==> config.mk <==
export PLATFORM = sky130hd
export DESIGN_NAME = legv8_pc_unit
export DESIGN_NICKNAME = d
export VERILOG_FILES = /design/src/rtl/legv8_pkg.sv /design/src/rtl/legv8_link_stack.sv /design/src/rtl/legv8_pc_unit.sv
export SDC_FILE = /design/constraint.sdc
export NUM_CORES = 1
export LEC_CHECK = 0
export CAP_MARGIN = 20
export CORE_AREA = 4 4 186 188
export CTS_CLUSTER_DIAMETER = 40
export DETAILED_ROUTE_END_ITERATION = 10
export DIE_AREA = 0 0 190 192
export PLACE_DENSITY = 0.95
export SETUP_SLACK_MARGIN = 0.1
export SYNTH_ARGS = -nofsm -noshare
export SYNTH_HDL_FRONTEND = slang
export SYNTH_HIERARCHICAL = 1
export SYNTH_SLANG_ARGS = --single-unit
==> constraint.sdc <==
create_clock -name clock -period 11.3 [get_ports clock]
set_input_delay 1.13 -clock clock [delete_from_list [all_inputs] [get_ports clock]]
set_output_delay 1.13 -clock clock [all_outputs]
set_load 0.1 [all_outputs]
==> src/rtl/legv8_pkg.sv <==
// Shared definitions for the LEGv8 program-counter unit: next-PC mode
// encodings and the sequential instruction step.
package legv8_pkg;

  typedef enum logic [1:0] {
    PC_HOLD = 2'b00,
    PC_INC  = 2'b01,
    PC_LOAD = 2'b10,
    PC_REL  = 2'b11
  } pc_sel_e;

  localparam int unsigned PC_STEP = 32'd4;

endpackage

==> src/rtl/legv8_link_stack.sv <==
// Circular link (return-address) stack. A push onto a full stack overwrites
// the oldest entry; push+pop on a non-empty stack replaces the top in place;
// push+pop on an empty stack degrades to a plain push.
module legv8_link_stack
  import legv8_pkg::*;
#(
  parameter int WIDTH       = 64,
  parameter int STACK_DEPTH = 4
) (
  input  logic             clock,
  input  logic             reset,
  input  logic             push,
  input  logic             pop,
  input  logic [WIDTH-1:0] wr_data,
  output logic [WIDTH-1:0] top_data,
  output logic             empty,
  output logic             full
);

  localparam int PTR_W = $clog2(STACK_DEPTH);
  localparam int CNT_W = PTR_W + 1;

  logic [WIDTH-1:0] mem_r [STACK_DEPTH];
  logic [PTR_W-1:0] ptr_r;
  logic [CNT_W-1:0] cnt_r;
  logic [PTR_W-1:0] ptr_nxt_s;
  logic [CNT_W-1:0] cnt_nxt_s;
  logic [PTR_W-1:0] wr_idx_s;
  logic             wr_en_s;
  logic             empty_s;
  logic             full_s;

  assign empty_s  = (cnt_r == {CNT_W{1'b0}});
  assign full_s   = (cnt_r == CNT_W'(STACK_DEPTH));
  assign empty    = empty_s;
  assign full     = full_s;
  assign top_data = empty_s ? {WIDTH{1'b0}} : mem_r[ptr_r];

  // Decide pointer/count movement and which slot (if any) gets written.
  always_comb begin
    ptr_nxt_s = ptr_r;
    cnt_nxt_s = cnt_r;
    wr_idx_s  = ptr_r;
    wr_en_s   = 1'b0;
    if (push && pop && !empty_s) begin
      // replace top in place, count unchanged
      wr_en_s = 1'b1;
    end else if (push) begin
      // plain push (also covers push+pop on empty); saturate the count
      ptr_nxt_s = ptr_r + PTR_W'(1);
      wr_idx_s  = ptr_r + PTR_W'(1);
      wr_en_s   = 1'b1;
      if (!full_s) begin
        cnt_nxt_s = cnt_r + CNT_W'(1);
      end else begin
        cnt_nxt_s = cnt_r;
      end
    end else if (pop && !empty_s) begin
      ptr_nxt_s = ptr_r - PTR_W'(1);
      cnt_nxt_s = cnt_r - CNT_W'(1);
    end else begin
      ptr_nxt_s = ptr_r;
    end
  end

  // Pointer and occupancy registers.
  always_ff @(posedge clock or posedge reset) begin
    if (reset) begin
      ptr_r <= {PTR_W{1'b0}};
      cnt_r <= {CNT_W{1'b0}};
    end else begin
      ptr_r <= ptr_nxt_s;
      cnt_r <= cnt_nxt_s;
    end
  end

  // Entry storage; contents are don't-care after reset since count gates reads.
  always_ff @(posedge clock) begin
    if (wr_en_s) begin
      mem_r[wr_idx_s] <= wr_data;
    end
  end

endmodule

==> src/rtl/legv8_pc_unit.sv <==
// LEGv8 program-counter unit: registered PC with hold/increment/load/relative
// modes, a link stack for BL/RET, and sticky overflow/underflow/alignment flags.
module legv8_pc_unit
  import legv8_pkg::*;
#(
  parameter int               WIDTH        = 64,
  parameter logic [WIDTH-1:0] RESET_VECTOR = {WIDTH{1'b0}},
  parameter int               STACK_DEPTH  = 4
) (
  input  logic             clock,
  input  logic             reset,
  input  logic             pc_en,
  input  logic [1:0]       pc_sel,
  input  logic [WIDTH-1:0] in_addr,
  input  logic             push,
  input  logic             pop,
  output logic [WIDTH-1:0] pc_out,
  output logic [WIDTH-1:0] pc_plus4,
  output logic [WIDTH-1:0] ret_top,
  output logic             stack_empty,
  output logic             stack_full,
  output logic             err_ovf,
  output logic             err_unf,
  output logic             err_align
);

  logic [WIDTH-1:0] pc_r;
  logic [WIDTH-1:0] pc_nxt_s;
  logic [WIDTH-1:0] target_s;
  logic             ovf_r;
  logic             unf_r;
  logic             align_r;
  logic             set_ovf_s;
  logic             set_unf_s;
  logic             set_align_s;
  logic             stk_push_s;
  logic             stk_pop_s;
  logic             empty_s;
  logic             full_s;
  logic [WIDTH-1:0] top_s;

  assign pc_plus4   = pc_r + WIDTH'(PC_STEP);
  assign stk_push_s = pc_en & push;
  assign stk_pop_s  = pc_en & pop;

  legv8_link_stack #(
    .WIDTH       (WIDTH),
    .STACK_DEPTH (STACK_DEPTH)
  ) u_link_stack (
    .clock    (clock),
    .reset    (reset),
    .push     (stk_push_s),
    .pop      (stk_pop_s),
    .wr_data  (pc_plus4),
    .top_data (top_s),
    .empty    (empty_s),
    .full     (full_s)
  );

  // Next-PC selection, target alignment fix-up and error-flag set conditions.
  always_comb begin
    pc_nxt_s    = pc_r;
    target_s    = {WIDTH{1'b0}};
    set_ovf_s   = 1'b0;
    set_unf_s   = 1'b0;
    set_align_s = 1'b0;
    if (!pc_en) begin
      pc_nxt_s = pc_r;
    end else if (pop) begin
      if (empty_s) begin
        pc_nxt_s  = pc_r;
        set_unf_s = 1'b1;
      end else begin
        pc_nxt_s = top_s;
      end
    end else begin
      set_ovf_s = push & full_s;
      case (pc_sel)
        PC_HOLD: pc_nxt_s = pc_r;
        PC_INC:  pc_nxt_s = pc_plus4;
        PC_LOAD: target_s = in_addr;
        PC_REL:  target_s = pc_r + in_addr;
        default: pc_nxt_s = pc_r;
      endcase
      if (pc_sel == PC_LOAD || pc_sel == PC_REL) begin
        pc_nxt_s    = {target_s[WIDTH-1:2], 2'b00};
        set_align_s = (target_s[1:0] != 2'b00);
      end else begin
        set_align_s = 1'b0;
      end
    end
  end

  // PC register and sticky error flags.
  always_ff @(posedge clock or posedge reset) begin
    if (reset) begin
      pc_r    <= RESET_VECTOR;
      ovf_r   <= 1'b0;
      unf_r   <= 1'b0;
      align_r <= 1'b0;
    end else begin
      pc_r    <= pc_nxt_s;
      ovf_r   <= ovf_r | set_ovf_s;
      unf_r   <= unf_r | set_unf_s;
      align_r <= align_r | set_align_s;
    end
  end

  assign pc_out      = pc_r;
  assign ret_top     = top_s;
  assign stack_empty = empty_s;
  assign stack_full  = full_s;
  assign err_ovf     = ovf_r;
  assign err_unf     = unf_r;
  assign err_align   = align_r;

endmodule

; Word level (Yosys, flattened, before mapping)
; Memories as Yosys holds them, arrays and structs flattened.
; Index checks and enable logic that the tools add are counted.
[op_classes]
bitwise = 7
reduce_logical = 12
n_div = 0
mul = 0
mux = 27
magnitude_cmp = 0
shift = 0
n_eq_ne = 6
addsub = 6
[ops]
columns = operator, n
row1 = $mux W64, 7
row2 = $pmux W64 S2, 1
row3 = $add A64 B3 Y64 const B, 1
row4 = $add A64 B64 Y64, 1
row5 = $mux W1, 12
row6 = $mux W3, 3
row7 = $mux W2, 4
row8 = $reduce_and A3 Y1, 2
row9 = $eq A2 B2 Y1 const B, 2
row10 = $ne A2 B2 Y1 const B, 2
row11 = $reduce_bool A2 Y1, 2
row12 = $add A3 B1 Y3 const B, 1
row13 = $and A1 B1 Y1, 3
row14 = $eq A3 B3 Y1 const B, 1
row15 = $logic_and A1 B1 Y1, 3
row16 = $logic_not A3 Y1, 1
row17 = $or A1 B1 Y1, 3
row18 = $reduce_bool A3 Y1, 1
row19 = $sub A3 B1 Y3 const B, 1
row20 = $add A2 B1 Y2 const B, 1
row21 = $eq A2 B1 Y1 const B, 1
row22 = $reduce_and A2 Y1, 1
row23 = $sub A2 B1 Y2 const B, 1
row24 = $logic_not A1 Y1, 1
row25 = 2 further kinds, 2
[word_totals]
mem_bits_rw = 256
input_bits = 71
rom_bits = 0
latchBits = 0
regBits = 72
mem_count = 1
out_inout_bits = 197
[memory_table]
columns = name, depth, width, read_ports, rd_ports_with_merged_regs, wr, line
row1 = u_link_stack.mem_r, 4, 64, 1, 0, 1, legv8_link_stack.sv:23  ; logic [WIDTH-1:0] mem_r [STACK_DEPTH];

; Depth between registers and ports, before layout
[depth]
word_depth = 9
mapped_depth = 12
mapped_depth_nobuf = 12

; By module
; The synthesis kept the hierarchy.
[modules_own_cells]
columns = module, seq_area_each_um2, area_per_inst_um2, cells_each, n_inst
row1 = legv8_link_stack, 7812.5, 10218.6, 471, 1
row2 = legv8_pc_unit, 1676.6, 9370.2, 1281, 1

; Worst setup path before layout
; No wires, ideal clock.
[synth_path]
kind = input to register
startpoint = input pop
endpoint = memory u_link_stack.mem_r[1][0] (enable)
arrival_time_ns = 6.638
cell_stages = 6
setup_ns = 0.574
slack_ns = 4.088
path_buffers = 3
required_ns = 10.726
cell_sequence = clkbuf_1 clkbuf_1 and2_1 buf_2 o31ai_4 o21ai_0
[synth_between]
elab_chain_cells = 6
word_cells_on_any_way = 7
[synth_rtl]
columns = element, line
row1 = from (decl), legv8_pc_unit.sv:16  ; input logic pop,
row2 = $and A1 B1 Y1 (*), legv8_pc_unit.sv:44  ; assign stk_pop_s = pc_en & pop;
row3 = net stk_pop_s, legv8_pc_unit.sv:37  ; logic stk_pop_s;
row4 = $logic_and A1 B1 Y1 (*) (2 in series), legv8_link_stack.sv:45  ; if (push && pop && !empty_s) begin
row5 = $mux W1, legv8_link_stack.sv:45
row6 = $mux W1, legv8_link_stack.sv:79  ; if (wr_en_s) begin
row7 = $mux W1 (not written as such), legv8_link_stack.sv:80  ; mem_r[wr_idx_s] <= wr_data;
row8 = to (decl), legv8_link_stack.sv:23
; The timed path passes the listed nets; every way through them passes the cells marked *.

; Worst setup path after layout
[layout_path]
startpoint = register pc_r[10] (netlist: pc_out[10])
endpoint = output pc_plus4[62]
[layout_between]
elab_chain_cells = 1
[layout_rtl]
columns = element, line
row1 = from (decl), legv8_pc_unit.sv:27  ; logic [WIDTH-1:0] pc_r;
row2 = from (signal assigned), legv8_pc_unit.sv:102  ; pc_r <= pc_nxt_s;
row3 = $add A64 B3 Y64, legv8_pc_unit.sv:42  ; assign pc_plus4 = pc_r + WIDTH'(PC_STEP);
row4 = to (decl), legv8_pc_unit.sv:18  ; output logic [WIDTH-1:0] pc_plus4,
; No other way between the ends.

==> impl_metrics.py <==
metrics = {
    "run_status": {
        "outcome": "completed",
    },
    "setup_path": {
        "required_ns": 10.17,
        "critPathCaptureType": "output port",
        "critPathMostFrequentCell": "nand3_2",
        "cp.arrival_ns": 4.98,
        "cp_max_fo": 8,
        "worstReg2RegStart": "pc_out[0]$_DFFE_PP0P_",
        "r2r-end": "pc_out[38]$_DFFE_PP0P_",
        "critical_path_class": "flip-flop to output port",
        "reg2reg_depth": 12,
        "max_stage_delay_ns": 1.26,
        "slowest_stage": "clkdlybuf4s50_1",
        "crit_path_start_kind": "flip-flop",
        "r2r_slack_ns": 7.33,
        "path_cells": "and4_4 > and4_1 > nand3_2 > nor4_4 > and2_2 > nand3_2 > nor2_1 > xor2_1 > clkdlybuf4s50_1",
    },
    "routing": {
        "vias_per_cell": 6.83,
        "detail_route.wl_per_cell_um": 26.1,
        "drtIter0Drc": 2182,
        "drtPass1Iterations": 8,
        "wl_mm": 64.3,
        "vias": 16868,
        "route.detailed.drc": 0,
        "ant_nets": 0,
    },
    "timing": {
        "fmax_ghz": 0.164,
        "setup_violations": 0,
        "rsz0062_at_grt": "no",
        "period_needed_ns": 6.11,
        "setup_tns_ns": 0,
        "relSlewSlack_pct": 25.0,
        "worstMarginPinSlew_ns": 1.12,
        "fin_skew_ns": 0.0190,
        "finalCritPeriodShare_pct": 54.1,
        "slew_violations": 0,
        "final-hold-violation-count": 0,
    },
    "synthesis": {
        "ys.flop_type": "edfxtp_1",
        "synth.net_count": 1891,
        "synth-seq-cells": 328,
        "synth_top_cell_area_share_pct": 39.2,
        "synth-seq-area-share_pct": 48.4,
        "ys_types": 102,
        "syn_avg_cell_area_um2": 11.2,
        "syn_inst": 1752,
        "synth.top_cells.by_area": "edfxtp_1 39%, dfrtp_1 9.2%, mux4_2 7.5%, ha_1 4.2%, a21oi_1 3.7%",
        "async_reset_ff_share_pct": 22.0,
        "synth_common_cells": "256 x edfxtp_1, 143 x a21oi_1, 141 x nand2_1",
        "synth_edf_count": 256,
        "netlist_area_mm2": 0.0196,
        "synth_most_common_cell": "edfxtp_1",
        "synth_largest_area_cell": "edfxtp_1",
        "yosysWarnings": 6,
    },
    "floorplanning": {
        "die_area_mm2": 0.0365,
        "pin_count": 268,
        "dieHeight_um": 192,
        "rows": 67,
        "start_util_pct": 59.2,
        "fp.dieW_um": 190,
        "core_area_mm2": 0.0331,
    },
    "cts": {
        "cts_hold_buf": 0,
        "clk_path_buf_depth": 3,
        "clock_latency_ns": 0.56,
        "cts_max_level": 2,
        "cts_buffers": 45,
        "root_buffer": "clkbuf_16",
        "cts.sinks": 328,
        "clk_pin_slew_worst_paths_ns": 0.06,
        "cts_setup_buffers": 0,
        "cts_tree": "built",
        "cts_resized": 0,
    },
    "placed_design": {
        "place_congestion": 0.965,
        "port_buffers": 267,
        "hpwl_mm": 42.4,
    },
    "min_path": {
        "min_from": "err_align$_DFF_PP0_",
        "holdPathStages": 1,
        "hp-class": "flip-flop to flip-flop",
        "hold_end": "err_align$_DFF_PP0_",
    },
    "global_routing": {
        "antenna_found_initial": 1,
        "grt_pass1_vias": 16893,
        "track_usage_pct": 34.6,
        "grt_pass1_wl_mm": 98.1,
        "grt_max_degree": 78,
        "gr-total-overflow": 0,
    },
    "layout": {
        "syn_to_final_growth_pct": 22.5,
        "antenna_cells": 0,
        "drive_above_1_share_pct": 11.5,
        "n_fill_cell": 2109,
        "fin_nets": 2124,
    },
    "flow_run": {
        "cap_violations": 0,
    },
}
layout by cell type (no fill, tap or decap), drive strengths merged, types with 14 or more instances in the layout:
| cell | Yosys | layout |
|---|---|---|
| clkdlybuf4s50 | 0 | 264 |
| nor2 | 132 | 132 |
| a211oi | 26 | 26 |
| nand2 | 142 | 142 |
| nand3 | 45 | 45 |
| a31oi | 19 | 19 |
| clkbuf | 59 | 48 |
| nor3 | 26 | 26 |
| xor2 | 38 | 38 |
| edfxtp | 256 | 256 |
| o21bai | 14 | 14 |
| o22ai | 18 | 18 |
| o21ai | 129 | 129 |
| mux4 | 65 | 65 |
| nor2b | 74 | 74 |
| ha | 66 | 66 |
| a21o | 28 | 28 |
| buf | 41 | 23 |
| dfrtp | 72 | 72 |
| nand4 | 38 | 38 |
| and3 | 21 | 21 |
| clkinv | 0 | 14 |
| o211ai | 15 | 15 |
| a21oi | 146 | 146 |
| xnor2 | 74 | 74 |
| mux2i | 17 | 17 |
| inv | 31 | 44 |
critical path: cells and delay by family, from the launching register on:
family	cells	cell delay, ns
DFF	1	0.51
and+or+nand+nor	7	2.21
xor gates and xnor gates	1	0.43
buffers and inverters	1	1.26
registers in the layout, indices dropped and copies added (netlist names):
register / cells
err_align: 1
err_ovf: 1
err_unf: 1
pc_out: 64
u_link_stack/cnt_r: 3
u_link_stack/mem_r: 256
u_link_stack/ptr_r: 2
worst max-delay path by stage:
| stage | depth (start not counted) | to | startpoint | slack (ns) |
|---|---|---|---|---|
| after floorplan | 6 | u_link_stack/mem_r[1][0]$_DFFE_PP_ | pop | 4.09 |
| after global placement | 9 | pc_plus4[62] | pc_out[10]$_DFFE_PP0P_ | 6.10 |
| after detailed placement | 9 | pc_plus4[62] | pc_out[10]$_DFFE_PP0P_ | 5.96 |
| after CTS | 9 | pc_plus4[62] | pc_out[10]$_DFFE_PP0P_ | 5.33 |
| after global routing | 9 | pc_plus4[62] | pc_out[10]$_DFFE_PP0P_ | 5.17 |
| final | 9 | pc_plus4[62] | pc_out[10]$_DFFE_PP0P_ | 5.19 |
cells by family after synthesis:
| kind of cell | count (synthesis) | synth area share, % |
|---|---|---|
| muxes | 82 | 8.34 |
| AOI/OAI and AO/OA | 483 | 16.0 |
| buffers and inverters | 132 | 3.41 |
| xor gates and xnor gates | 112 | 5.12 |
| adders and majority gates | 68 | 4.42 |
| and+or+nand+nor | 547 | 14.3 |
| DFF | 328 | 48.4 |
final cells by class:
class,instances,area [µm²],area share (%)
clock buffers,48,1160,4.83
clock inverters,35,370,1.54
inverters,31,116,0.485
multi-input cells,1292,9490,39.5
flip-flops and latches,328,9490,39.6
well taps,448,561,2.34
repair buffers,287,2810,11.7
layer usage:
metal  vias to the layer above  wire [µm]  global-route usage [%]
li1                       7135          -                       -
met1                      8057      23000                    44.4
met2                      1332      29500                    54.8
met3                       342       8130                    9.11
met4                         2       3710                    17.3
met5                         -         13                       0
through the flow:
| step | hold WS, ns | setup WS (ns) | util [%] | area [µm²] | instances |
|---|---|---|---|---|---|
| after floorplan | 0.622 | 4.09 | - | 19600 | 1752 |
| after global placement | 0.495 | 6.10 | 67.8 | 22500 | 2386 |
| after detailed placement | 0.498 | 5.96 | 67.8 | 22500 | 2386 |
| after CTS | 0.512 | 5.33 | 72.5 | 24000 | 2469 |
| after global routing | 0.531 | 5.17 | 72.5 | 24000 | 2469 |
| final | 0.509 | 5.19 | 72.5 | 24000 | 2469 |
Power is not shown: default switching activity piles up to over one toggle a cycle in this logic, so the estimate is an artifact.
